`src/rtl/cnt_arb_pkg.sv`:
```
// Shared types and default constants for the cnt_step_arbiter slice.
// Optional build macro used by the top: CNT_CLEAR_EN.
package cnt_arb_pkg;

    typedef enum logic [1:0] {
        IDLE = 2'd0,
        RUN  = 2'd1,
        DONE = 2'd2
    } state_t;

    localparam int DEF_NREQ = 4;
    localparam int DEF_MOD  = 5;
    localparam int DEF_CW   = 3;
    localparam int DEF_SW   = 3;
    localparam int DEF_IW   = 2;

    localparam logic DIR_UP = 1'b1;
    localparam logic DIR_DN = 1'b0;

endpackage

```
`src/rtl/cnt_step_arbiter_mod_updown_cnt.sv`:
```
// Modulo-MOD up/down step counter; advances one position per cycle while en is high.
module mod_updown_cnt
    import cnt_arb_pkg::*;
#(
    parameter int MOD = DEF_MOD,
    parameter int CW  = DEF_CW
) (
    input  logic          clk,
    input  logic          reset_n,
    input  logic          en,
    input  logic          up,
    output logic [CW-1:0] cnt
);

    logic [CW-1:0] cnt_q;
    logic [CW-1:0] cnt_d;

    // Wrap explicitly at both ends so non-power-of-two moduli stay in 0..MOD-1.
    always_comb begin
        cnt_d = cnt_q;
        if (up == DIR_UP) begin
            cnt_d = (cnt_q == CW'(MOD - 1)) ? '0 : cnt_q + 1'b1;
        end else begin
            cnt_d = (cnt_q == '0) ? CW'(MOD - 1) : cnt_q - 1'b1;
        end
    end

    always_ff @(posedge clk) begin
        if (!reset_n) begin
            cnt_q <= '0;
        end else if (en) begin
            cnt_q <= cnt_d;
        end
    end

    assign cnt = cnt_q;

endmodule

```
`src/rtl/cnt_step_arbiter.sv`:
```
// Round-robin arbitrated access to one shared modulo up/down step counter.
// Optional macro CNT_CLEAR_EN adds a clr_req input that zeroes the count while idle.
module cnt_step_arbiter
    import cnt_arb_pkg::*;
#(
    parameter int NREQ = DEF_NREQ,
    parameter int MOD  = DEF_MOD,
    parameter int CW   = DEF_CW,
    parameter int SW   = DEF_SW,
    parameter int IW   = DEF_IW
) (
    input  logic                 clk,
    input  logic                 reset_n,
`ifdef CNT_CLEAR_EN
    input  logic                 clr_req,
`endif
    input  logic [NREQ-1:0]      req_valid,
    input  logic [NREQ-1:0]      req_dir,
    input  logic [NREQ*SW-1:0]   req_steps,
    output logic [NREQ-1:0]      req_ready,
    output logic                 busy,
    output logic [IW-1:0]        owner,
    output logic [CW-1:0]        cnt,
    output logic                 done,
    output logic [IW-1:0]        done_id
);

    state_t          state_q;
    logic [SW-1:0]   remaining_q;
    logic            dir_q;
    logic [IW-1:0]   owner_q;
    logic [IW-1:0]   lastWinner_q;
    logic            busy_q;
    logic            done_q;
    logic [IW-1:0]   doneId_q;

    logic [NREQ-1:0] grant;
    logic [IW-1:0]   winner;
    logic            anyValid;
    logic            clrHit;
    logic            accept;
    logic            dirSel;
    logic [SW-1:0]   stepsSel;
    logic            cntRstN;

    // Rotating priority: the first valid requester after the last winner wins.
    always_comb begin : arbSearch
        int              idx;
        logic [NREQ-1:0] sel;
        grant    = '0;
        winner   = '0;
        anyValid = 1'b0;
        idx      = 0;
        sel      = '0;
        for (int k = 1; k <= NREQ; k++) begin
            idx = int'(lastWinner_q) + k;
            if (idx >= NREQ) begin
                idx = idx - NREQ;
            end
            sel = NREQ'(1) << idx;
            if (!anyValid && (|(req_valid & sel))) begin
                anyValid = 1'b1;
                winner   = IW'(idx);
                grant    = sel;
            end
        end
    end

`ifdef CNT_CLEAR_EN
    assign clrHit = (state_q == IDLE) && clr_req;
`else
    assign clrHit = 1'b0;
`endif

    assign accept    = reset_n && (state_q == IDLE) && anyValid && !clrHit;
    assign req_ready = accept ? grant : '0;
    assign dirSel    = |(req_dir & grant);
    assign stepsSel  = SW'(req_steps >> (int'(winner) * SW));

    always_ff @(posedge clk) begin
        if (!reset_n) begin
            state_q      <= IDLE;
            remaining_q  <= '0;
            dir_q        <= DIR_DN;
            owner_q      <= '0;
            lastWinner_q <= IW'(NREQ - 1);
            busy_q       <= 1'b0;
            done_q       <= 1'b0;
            doneId_q     <= '0;
        end else begin
            case (state_q)
                IDLE: begin
                    done_q <= 1'b0;
                    if (accept) begin
                        dir_q        <= dirSel;
                        remaining_q  <= stepsSel;
                        owner_q      <= winner;
                        lastWinner_q <= winner;
                        busy_q       <= 1'b1;
                        if (stepsSel != '0) begin
                            state_q <= RUN;
                        end else begin
                            state_q  <= DONE;
                            done_q   <= 1'b1;
                            doneId_q <= winner;
                        end
                    end
                end
                RUN: begin
                    remaining_q <= remaining_q - 1'b1;
                    if (remaining_q == SW'(1)) begin
                        state_q  <= DONE;
                        done_q   <= 1'b1;
                        doneId_q <= owner_q;
                    end
                end
                DONE: begin
                    state_q <= IDLE;
                    busy_q  <= 1'b0;
                    done_q  <= 1'b0;
                end
                default: begin
                    state_q <= IDLE;
                    busy_q  <= 1'b0;
                    done_q  <= 1'b0;
                end
            endcase
        end
    end

    // An idle clear is just a synchronous reset of the counter alone.
    assign cntRstN = reset_n && !clrHit;

    mod_updown_cnt #(
        .MOD (MOD),
        .CW  (CW)
    ) u_cnt (
        .clk     (clk),
        .reset_n (cntRstN),
        .en      (state_q == RUN),
        .up      (dir_q),
        .cnt     (cnt)
    );

    assign busy    = busy_q;
    assign owner   = owner_q;
    assign done    = done_q;
    assign done_id = doneId_q;

endmodule
```
`config.mk`:
```
export PLATFORM = sky130hd
export DESIGN_NAME = cnt_step_arbiter
export DESIGN_NICKNAME = d
export VERILOG_FILES = /design/src/rtl/cnt_arb_pkg.sv /design/src/rtl/cnt_step_arbiter_mod_updown_cnt.sv /design/src/rtl/cnt_step_arbiter.sv
export SDC_FILE = /design/constraint.sdc
export NUM_CORES = 1
export LEC_CHECK = 0
export BUFFER_PORTS_ARGS = -buffer_cell sky130_fd_sc_hd__buf_2
export CORE_ASPECT_RATIO = 0.75
export CORE_MARGIN = 1.5
export CORE_UTILIZATION = 54
export CTS_CLUSTER_SIZE = 14
export DETAILED_ROUTE_END_ITERATION = 8
export GPL_ROUTABILITY_DRIVEN = 0
export GPL_TIMING_DRIVEN = 0
export PLACE_DENSITY = 0.8
export SLEW_MARGIN = 20
export SYNTH_ARGS = -nofsm -noshare
export SYNTH_HDL_FRONTEND = slang
export SYNTH_SLANG_ARGS = --single-unit
```
`constraint.sdc`:
```
create_clock -name clk -period 3.6 [get_ports clk]
set_input_delay 0.9 -clock clk [delete_from_list [all_inputs] [get_ports clk]]
set_output_delay 0.9 -clock clk [all_outputs]
set_load 0.02 [all_outputs]
```
==> reports/metrics.yaml, run 1 <==
grt:
  grt_pass1_wl_um: 7330
  grt_use_total_pct: 29.4
  antenna_found_initial: 0
  gr-total-overflow: 0
  grt_pass1_vias: 1534
  grt_max_degree: 12
floorplanning:
  die_area_um2: 3150
  fp.dieW_um: 64.3
  row_count: 16
  core_area_um2: 2640
  die_y_um: 49.0
  io_pins: 35
  initial_core_util_pct: 57.7
logic_synthesis:
  ys_ff_latch: 17
  yosysSeqAreaShare_pct: 22.3
  synth_cells: 189
  syn_nets: 221
  syn_area_um2: 1520
  avgSynthCellArea_um2: 8.06
  ys_warn_count: 0
  ys_types: 45
  synth_edf_count: 0
  async_reset_ff_share_pct: 0
  ys.flop_type: "dfxtp_1"
drt:
  drt_iter0_markers: 154
  ant_nets: 0
  drt_first_pass_iters: 5
  routed_wl_um: 4480
  remaining_drc_errors: 0
  viasPerCell: 6.28
  via_count: 1670
  post_drt_wl_per_cell_um: 16.8
timing:
  worstMarginPinSlew_ns: 0.658
  worst_hold_slack_ns: 0.455
  layout_worst_path_cycle_share_pct: 97.3
  clock.fmax_mhz: 285
  setup_viol: 0
  slew_headroom_pct: 55.7
  slew_viol_final: 0
  rsz0062_at_grt: "false"
  fin_skew_ns: 0.00330
  finalHoldViolations: 0
  period_needed_ns: 3.50
hold_path:
  hold_path.class: "flip-flop to flip-flop"
  hold_end: "done"
  hp-start: "done"
  holdPathStages: 2
worst_setup_path:
  crit_required_ns: 2.70
  cp.arrival_ns: 2.60
  r2r_end: "done_id[0]"
  critPathCaptureType: "primary output"
  criticalPathCategory: "flip-flop to primary output"
  r2r_cells: 13
  crit_fanout: 8
  worstReg2RegStart: "lastWinner_q[1]"
  cp-start-kind: "flip-flop"
  r2r_slack_ns: 0.39
power:
  report.power.total_w: 0.00181
  vdd_ir_drop_max_mv: 0.504
  power_density_nw_per_um2: 966
  power.leakage_nw: 0.844
final_layout:
  final_nets: 263
  diodes: 0
  syn2layout_area_growth_pct: 23.2
  fill_cells: 228
  drive_above_1_share_pct: 31.3
  final_core_util_pct: 71.0
clock_network:
  cts_tree: "built"
  cts-htree-levels: 1
  root_buffer: "clkbuf_8"
  cts_sinks: 17
  clk_pin_slew_ns: 0.07
  clock_path_buffers: 2
  cts_inserted_buffers: 3
  insertion_delay_ns: 0.26
outcome:
  status: "complete, no violations"
placement:
  place.port_buffers: 34
  dp_hpwl_um: 3300
run:
  cap_violations: 0
==> registers in the layout (all words and copies together), names as in the netlist <==
| register | cells |
|---|---|
| state_q | 2 |
| dir_q | 1 |
| lastWinner_q | 2 |
| remaining_q | 3 |
| u_cnt.cnt | 3 |
| busy | 1 |
| done | 1 |
| owner | 2 |
| done_id | 2 |
==> cells in the final DEF, fill, tap and decap left out, drive strengths merged, types with 5 or more instances in the layout <==
cell type / netlist / routed
nand2: 16 / 16
a22oi: 8 / 8
buf: 7 / 45
and2: 5 / 5
clkbuf: 3 / 5
nor2: 16 / 16
mux2i: 7 / 7
inv: 10 / 10
ha: 10 / 10
nand3: 10 / 10
a221oi: 5 / 5
a21oi: 16 / 16
o21ai: 13 / 13
o211ai: 6 / 6
dfxtp: 17 / 17
nor3: 5 / 5
==> how the worst max path moves through the flow <==
stage / start / to / cells after the start
6_report: lastWinner_q[1] / req_ready[2] / 9
5_1_grt: lastWinner_q[1] / req_ready[0] / 9
4_1_cts: lastWinner_q[0] / req_ready[1] / 9
3_5_place_dp: lastWinner_q[0] / req_ready[1] / 9
3_3_place_gp: lastWinner_q[0] / req_ready[0] / 9
2_1_floorplan: lastWinner_q[0] / req_ready[2] / 8
==> logic make-up after synthesis <==
kind of cell	count (synthesis)	share of synthesized area, %
buf+inv	20	6.49
mux	11	7.55
compound gates	69	35.5
simple gates	62	20.0
flops	17	22.3
fa+ha+maj	10	8.21
==> synth_stat cells (2+ instances only) <==
master / count / area share, %
nand2_1: 15 / 3.7
inv_1: 10 / 2.5
nor2_1: 16 / 3.9
dfxtp_1: 17 / 22
o2bb2ai_1: 4 / 2.3
a22o_1: 3 / 1.7
buf_6: 2 / 1.5
ha_1: 10 / 8.2
mux2i_1: 7 / 4.6
mux2_2: 4 / 3.0
a22oi_4: 2 / 2.8
o211ai_1: 6 / 3.0
nand2b_1: 3 / 1.2
o21ai_0: 13 / 4.3
clkbuf_1: 3 / 0.74
nor3_1: 4 / 1.3
a21oi_1: 16 / 5.3
buf_2: 4 / 1.3
a211oi_1: 2 / 0.98
a221oi_1: 5 / 2.9
nand3_1: 10 / 3.3
a22oi_1: 4 / 2.0
o31ai_1: 2 / 0.98
a22oi_2: 2 / 1.6
and2_1: 5 / 2.1
==> worst max-delay path, cell delays in order (launching register included) <==
cell	delay (ns)
dfxtp_2	0.37
inv_1	0.09
ha_1	0.20
buf_6	0.14
a22o_1	0.30
or2_2	0.35
o41ai_4	0.44
nor3_4	0.12
and2_1	0.15
buf_2	0.15
==> power by group <==
part	leakage, nW	internal (W)	total, W	switching, W
Clock	0.0217	0.0000782	0.000152	0.0000743
Sequential	0.140	0.000267	0.000345	0.0000786
Combinational	0.682	0.000515	0.00132	0.000801
Total	0.844	0.000860	0.00181	0.000953
==> what timing repair did <==
action,CTS,global route
hold buffers,0,0
resized for setup,9,4
setup buffers,1,3
pin swaps,1,2
endpoints found under the setup margin,4,4
==> area by class of cell <==
| class | count | area [µm²] | share of cell area, % |
|---|---|---|---|
| sequential | 17 | 345 | 18.4 |
| timing repair buffer | 38 | 200 | 10.7 |
| buffer | 9 | 57.6 | 3.07 |
| multi-input combinational | 152 | 1140 | 60.9 |
| clock buffer | 3 | 41.3 | 2.20 |
| clock inverter | 1 | 7.51 | 0.400 |
| tap | 36 | 45.0 | 2.40 |
| inverter | 10 | 37.5 | 2.00 |
==> metal layers <==
layer	routed length (µm)	part of all wire (%)	vias up	global-route usage [%]
li1	-	-	791	-
met1	1980	44	781	39.4
met2	2060	46	91	49.1
met3	399	8.9	7	6.00
met4	46	1.0	0	6.38
met5	0	0	-	0
==> through the flow <==
stage                     setup TNS (ns)  std cells  area, µm²  setup WS (ns)
after global placement            -0.319        259       1740        -0.0813
after CTS                              0        263       1830         0.0560
final                                  0        266       1880         0.0973
after detailed placement          -0.767        259       1740         -0.203
after floorplan                        0        189       1520          0.343
after global routing                   0        266       1880        0.00284
Note: power is estimated with default switching activity, not from simulation.
==> run 2: changes to the inputs <==
--- a/config.mk
+++ b/config.mk
@@ -14,6 +14,7 @@
 export GPL_ROUTABILITY_DRIVEN = 0
 export GPL_TIMING_DRIVEN = 0
 export PLACE_DENSITY = 0.8
+export REMOVE_ABC_BUFFERS = 1
 export SLEW_MARGIN = 20
 export SYNTH_ARGS = -nofsm -noshare
 export SYNTH_HDL_FRONTEND = slang
==> run 2 against run 1 <==
Count of clock-buffer cells in the layout did not move. Critical path type unchanged. Final area fell by 1.2%. Hold slack improved by 0.012 ns.
==> reports/metrics.yaml, run 2 (same netlist as run 1, synthesis figures left out) <==
outcome:
  status: "complete, no violations"  # unchanged
final_layout:
  final_core_util_pct: 70.2  # was 71.0%
  final_nets: 256  # was 263
  mostFrequentLayoutCells: "34 x buf_2, 16 x nor2_1, 16 x a21oi_1"  # was 38 x buf_2, 16 x nor2_1, 16 x a21oi_1
  syn2layout_area_growth_pct: 21.7  # was 23.2%
  fill_cells: 214  # was 228
  multi_input_area_um2: 1160  # was 1140 µm²
  drive_above_1_share_pct: 30.9  # was 31.3%
  final_common_cell: "buf_2"  # unchanged
  diodes: 0  # unchanged
  seq_area_um2: 345  # unchanged
worst_setup_path:
  cp.arrival_ns: 2.60  # about the same
  r2r_slack_ns: 0.56  # was 0.39 ns
  r2r_cells: 9  # was 13
  critPathMaxStageDelay_ns: 0.47  # was 0.44 ns
  worstPathCellList: "clkinvlp_4 > ha_4 > a22o_1 > or2_2 > o41ai_4 > nor3_4 > and2_1 > buf_2"  # was inv_1 > ha_1 > buf_6 > a22o_1 > or2_2 > o41ai_4 > nor3_4 > and2_1 > buf_2
  path_delay_family: "compound AO/OA/AOI/OAI gates"  # unchanged
  critPathCaptureType: "primary output"  # unchanged
  worstReg2RegStart: "lastWinner_q[0]"  # was lastWinner_q[1]
  critical_path_buf_inv_count: 2  # was 3
  slowest_stage: "o41ai_4"  # unchanged
  crit_required_ns: 2.70  # about the same
  r2r_end: "done_id[1]"  # was done_id[0]
  cp-start-kind: "flip-flop"  # unchanged
  criticalPathCategory: "flip-flop to primary output"  # unchanged
  crit_fanout: 8  # unchanged
power:
  vdd_ir_drop_max_mv: 0.418  # was 0.504 mV
  power.leakage_nw: 0.811  # was 0.844 nW
  power_density_nw_per_um2: 952  # was 966 nW/µm²
grt:
  grt_use_total_pct: 25.7  # was 29.4%
  grt_max_degree: 14  # was 12
  grt_pass1_vias: 1422  # was 1,534
  grt_pass1_wl_um: 6480  # was 7330 µm
  gr-total-overflow: 0  # unchanged
  antenna_found_initial: 0  # unchanged
timing:
  worstMarginPinSlew_ns: 0.585  # was 0.658 ns
  slew_viol_final: 0  # unchanged
  worst_hold_slack_ns: 0.467  # was 0.455 ns
  fin_skew_ns: 0.00439  # was 0.00330 ns
  setup_viol: 0  # unchanged
  slew_headroom_pct: 60.7  # was 55.7%
  layout_worst_path_cycle_share_pct: 97.2  # was 97.3%
  rsz0062_at_grt: "false"  # unchanged
  period_needed_ns: 3.50  # about the same
  clock.fmax_mhz: 286  # was 285 MHz
  tns_ns: 0  # unchanged
  finalHoldViolations: 0  # unchanged
  worst_slack_ns: 0.0997  # was 0.0973 ns
drt:
  via_count: 1573  # was 1,670
  ant_nets: 0  # unchanged
  drt_iter0_markers: 104  # was 154
  routed_wl_um: 3960  # was 4480 µm
  remaining_drc_errors: 0  # unchanged
  drt_first_pass_iters: 4  # was 5
  viasPerCell: 6.07  # was 6.28
  post_drt_wl_per_cell_um: 15.3  # was 16.8 µm
floorplanning:
  die_y_um: 49.0  # unchanged
  die_area_um2: 3150  # unchanged
  row_count: 16  # unchanged
  fp.dieW_um: 64.3  # unchanged
  initial_core_util_pct: 57.7  # unchanged
  core_area_um2: 2640  # unchanged
  io_pins: 35  # unchanged
clock_network:
  cts_tree: "built"  # unchanged
  hold_buffers: 0  # unchanged
  cts-htree-levels: 1  # unchanged
  cts_inserted_buffers: 3  # unchanged
  clock_path_buffers: 2  # unchanged
  root_buffer: "clkbuf_8"  # unchanged
  cts_sinks: 17  # unchanged
  clk_pin_slew_ns: 0.07  # about the same
  insertion_delay_ns: 0.25  # was 0.26 ns
placement:
  pre_cts_ws_ns: -0.195  # was -0.203 ns
  dp_hpwl_um: 2900  # was 3300 µm
  place.port_buffers: 34  # unchanged
hold_path:
  hold_path.class: "flip-flop to flip-flop"  # unchanged
  holdPathStages: 2  # unchanged
  hp-start: "done_id[0]"  # was done
  hold_end: "done_id[0]"  # was done
run:
  cap_violations: 0  # unchanged
[run 2: cell count changes in the layout (fill, tap and decap cells not counted), sizes merged]
cell / before / now
buf: 45 / 40
clkbuf: 5 / 3
clkinv: 0 / 1
inv: 10 / 9
[run 2: worst max path at each step]
stage	slack, ns	start	end	cells past startpoint
global placement	-0.07	lastWinner_q[0]	req_ready[0]	8
detailed placement	-0.20	lastWinner_q[0]	req_ready[3]	8
CTS	0.03	lastWinner_q[0]	req_ready[1]	8
global route	0.02	lastWinner_q[0]	req_ready[3]	8
floorplan	0.36	req_valid[0]	req_ready[2]	5
finish	0.1	lastWinner_q[0]	req_ready[1]	8
[run 2: cell type report]
cell class                 instances  share of cell area [%]
clock buffer                       3                    2.23
tap                               36                    2.43
inverter                          10                    2.23
multi-input combinational        152                    62.6
sequential                        17                    18.6
clock inverter                     1                   0.270
timing repair buffer              40                    11.6
[run 2: timing repair]
action                     CTS  global route
gates cloned                 0             0
setup endpoints to repair    4             4
gates resized for setup      9             8
setup buffers                0             6
pin swaps                    0             3
[run 2: worst register-to-register path, delay by kind of cell (launching register included)]
family	cells	cell delay [ns]
compound gates	3	0.88
mux	1	0.23
fa+ha+maj	1	0.24
flops	1	0.41
simple gates	3	1.03
buf+inv	1	0.18
[run 2: power breakdown]
group / leakage, nW / switching [W] / internal [W] / total [W]
logic: 0.646 / 0.000765 / 0.000507 / 0.00127
clock network: 0.0255 / 0.0000668 / 0.0000769 / 0.000144
registers: 0.140 / 0.0000835 / 0.000267 / 0.000350
[run 2: metrics by stage]
stage	instances	total power, W	instance area (µm²)
4_1_cts	253	0.00166	1770
5_1_grt	259	0.00191	1850
6_report	259	0.00177	1850
2_1_floorplan	179	0.00120	1460
3_3_place_gp	249	0.00142	1680
3_5_place_dp	249	0.00147	1680
[run 2: layer usage]
| layer | global-route usage [%] | share of wire, % | vias up |
|---|---|---|---|
| li1 | - | - | 777 |
| met1 | 35.3 | 47 | 741 |
| met2 | 41.8 | 47 | 52 |
| met3 | 6.47 | 5.6 | 3 |
| met4 | 3.55 | 0.28 | 0 |
| met5 | 0 | 0 | - |
==> run 3: changes to the inputs <==
--- a/config.mk
+++ b/config.mk
@@ -8,12 +8,12 @@
 export BUFFER_PORTS_ARGS = -buffer_cell sky130_fd_sc_hd__buf_2
 export CORE_ASPECT_RATIO = 0.75
 export CORE_MARGIN = 1.5
-export CORE_UTILIZATION = 54
+export CORE_UTILIZATION = 56
 export CTS_CLUSTER_SIZE = 14
 export DETAILED_ROUTE_END_ITERATION = 8
 export GPL_ROUTABILITY_DRIVEN = 0
 export GPL_TIMING_DRIVEN = 0
-export PLACE_DENSITY = 0.8
+export PLACE_DENSITY = 0.82
 export REMOVE_ABC_BUFFERS = 1
 export SLEW_MARGIN = 20
 export SYNTH_ARGS = -nofsm -noshare
==> constraint.sdc (replaced) <==
create_clock -name clk -period 4.1 [get_ports clk]
set_input_delay 1.025 -clock clk [delete_from_list [all_inputs] [get_ports clk]]
set_output_delay 1.025 -clock clk [all_outputs]
set_load 0.02 [all_outputs]
==> run 3 against run 2 <==
Non-clock buffer count down 6. First-iteration DRC count up 29%. Final area down 6.1%. Routed wire length down 7.5%. Clock skew up 0.0028 ns. Clock power down 39%. Power down 19%. Critical path depth unchanged. Count of clock-buffer cells in the layout unchanged. Worst setup slack better by 0.20 ns. Utilization down 3.2 points. Largest cell class unchanged. Largest power group unchanged. Highest routed layer is now met3.
==> reports/metrics.yaml, run 3 (same netlist as run 1, synthesis figures left out) <==
clock_network:
  hold_buffers: 0  # unchanged
  cts_tree: "built"  # unchanged
  cts_inserted_buffers: 3  # unchanged
  root_buffer: "clkbuf_4"  # was clkbuf_8
  cts-htree-levels: 1  # unchanged
  cts_sinks: 17  # unchanged
  insertion_delay_ns: 0.29  # was 0.25 ns
  clock_path_buffers: 2  # unchanged
  clk_pin_slew_ns: 0.10  # was 0.07 ns
grt:
  grt_use_total_pct: 23.9  # was 25.7%
  antenna_found_initial: 0  # unchanged
  grt_pass1_vias: 1281  # was 1,422
  gr-total-overflow: 0  # unchanged
  grt_max_degree: 14  # unchanged
  grt_pass1_wl_um: 5770  # was 6480 µm
floorplanning:
  core_area_um2: 2600  # was 2640 µm²
  fp.dieW_um: 63.2  # was 64.3 µm
  initial_core_util_pct: 58.6  # was 57.7%
  io_pins: 35  # unchanged
  die_y_um: 48.2  # was 49.0 µm
  row_count: 16  # unchanged
  die_area_um2: 3050  # was 3150 µm²
worst_setup_path:
  worstReg2RegStart: "lastWinner_q[0]"  # unchanged
  crit_fanout: 11  # was 8
  r2r_slack_ns: 0.95  # was 0.56 ns
  critPathCaptureType: "primary output"  # unchanged
  crit_required_ns: 3.07  # was 2.70 ns
  crit_path_end: "req_ready[1]"  # unchanged
  criticalPathCategory: "flip-flop to primary output"  # unchanged
  r2r_cells: 9  # unchanged
  r2r_end: "done_id[1]"  # unchanged
  cp.arrival_ns: 2.77  # was 2.60 ns
  cp-start-kind: "flip-flop"  # unchanged
  setup.worst_path.start: "lastWinner_q[0]"  # unchanged
timing:
  finalHoldViolations: 0  # unchanged
  tns_ns: 0  # unchanged
  rsz0062_at_grt: "false"  # unchanged
  slew_headroom_pct: 54.2  # was 60.7%
  setup_viol: 0  # unchanged
  worst_slack_ns: 0.301  # was 0.0997 ns
  slew_viol_final: 0  # unchanged
  clock.fmax_mhz: 263
  layout_worst_path_cycle_share_pct: 92.7
  fin_skew_ns: 0.00721  # was 0.00439 ns
  period_needed_ns: 3.80
  worstMarginPinSlew_ns: 0.683  # was 0.585 ns
final_layout:
  final_common_cell: "buf_2"  # unchanged
  seq_area_um2: 342  # was 345 µm²
  fill_cells: 226  # was 214
  final_nets: 250  # was 256
  diodes: 0  # unchanged
  multi_input_area_um2: 1120  # was 1160 µm²
  drive_above_1_share_pct: 26.7  # was 30.9%
  mostFrequentLayoutCells: "34 x buf_2, 16 x nor2_1, 16 x a21oi_1, 16 x dfxtp_1, 14 x nand2_1"  # was 34 x buf_2, 16 x nor2_1, 16 x a21oi_1
  design_area_um2: 1740  # was 1850 µm²
  syn2layout_area_growth_pct: 14.3  # was 21.7%
drt:
  viasPerCell: 6.03  # was 6.07
  drt_iter0_markers: 134  # was 104
  drt_first_pass_iters: 4  # unchanged
  via_count: 1526  # was 1,573
  remaining_drc_errors: 0  # unchanged
  routed_wl_um: 3660  # was 3960 µm
  post_drt_wl_per_cell_um: 14.5  # was 15.3 µm
  ant_nets: 0  # unchanged
hold_path:
  hold_path.class: "flip-flop to flip-flop"  # unchanged
run:
  cap_violations: 0  # unchanged
power:
  power.leakage_nw: 0.783  # was 0.811 nW
  vdd_ir_drop_max_mv: 0.422  # was 0.418 mV
  power_density_nw_per_um2: 817  # was 952 nW/µm²
placement:
  place_area_um2: 1680  # unchanged
  dp_hpwl_um: 2880  # was 2900 µm
  pre_cts_ws_ns: 0.0697  # was -0.195 ns
  place.port_buffers: 34  # unchanged
outcome:
  status: "complete, no violations"  # unchanged
[run 3: where the power goes]
group / switching [W] / internal, W / leakage [nW]
Combinational: 0.000638 / 0.000397 / 0.625
Sequential: 0.0000678 / 0.000232 / 0.140
Clock: 0.0000515 / 0.0000363 / 0.0177
[run 3: worst min-delay path by stage]
stage	startpoint	end	slack, ns	depth (start not counted)
6_report	done	done	0.47	2
4_1_cts	done	done	0.47	2
2_1_floorplan	state_q[1]	busy	0.45	1
3_3_place_gp	done	done	0.45	2
5_1_grt	done_id[0]	done_id[0]	0.49	2
3_5_place_dp	done	done	0.45	2
[run 3: through the flow]
stage	cells	total power [W]	utilization [%]	hold slack [ns]
after floorplan	179	0.00106	-	0.452
after global routing	253	0.00155	66.9	0.489
after CTS	253	0.00139	65.9	0.470
after global placement	249	0.00124	64.5	0.445
final	253	0.00142	66.9	0.466
after detailed placement	249	0.00129	64.5	0.454
[run 3: worst max-delay path: stages, from the launching register on]
cell	delay, ns
dfxtp_2	0.42
inv_1	0.15
ha_1	0.35
a22oi_2	0.34
nand2_2	0.22
o41ai_4	0.46
nor3_2	0.19
and2_1	0.18
buf_2	0.15
[run 3: area by class of cell]
| cell class | count | area share (%) |
|---|---|---|
| inverters | 10 | 2.16 |
| clock inverters | 1 | 0.287 |
| flip-flops and latches | 17 | 19.6 |
| repair buffers | 34 | 9.77 |
| clock buffers | 3 | 1.29 |
| well taps | 36 | 2.59 |
| multi-input cells | 152 | 64.3 |
[run 3: what timing repair did]
item | 4_1_cts | 5_1_grt
setup endpoints to repair | 4 | 4
resized for setup | 2 | 5
buffers inserted | 0 | 0
pin swaps | 0 | 0
[run 3: routing by layer]
| layer | vias to the layer above | part of all wire (%) | global-route usage, % | routed length (µm) |
|---|---|---|---|---|
| met4 | 0 | 0 | 1.74 | 0 |
| met2 | 51 | 46 | 41.9 | 1680 |
| met5 | - | 0 | 0 | 0 |
| li1 | 760 | - | - | - |
| met3 | 0 | 6.1 | 4.85 | 223 |
| met1 | 715 | 48 | 33.0 | 1760 |
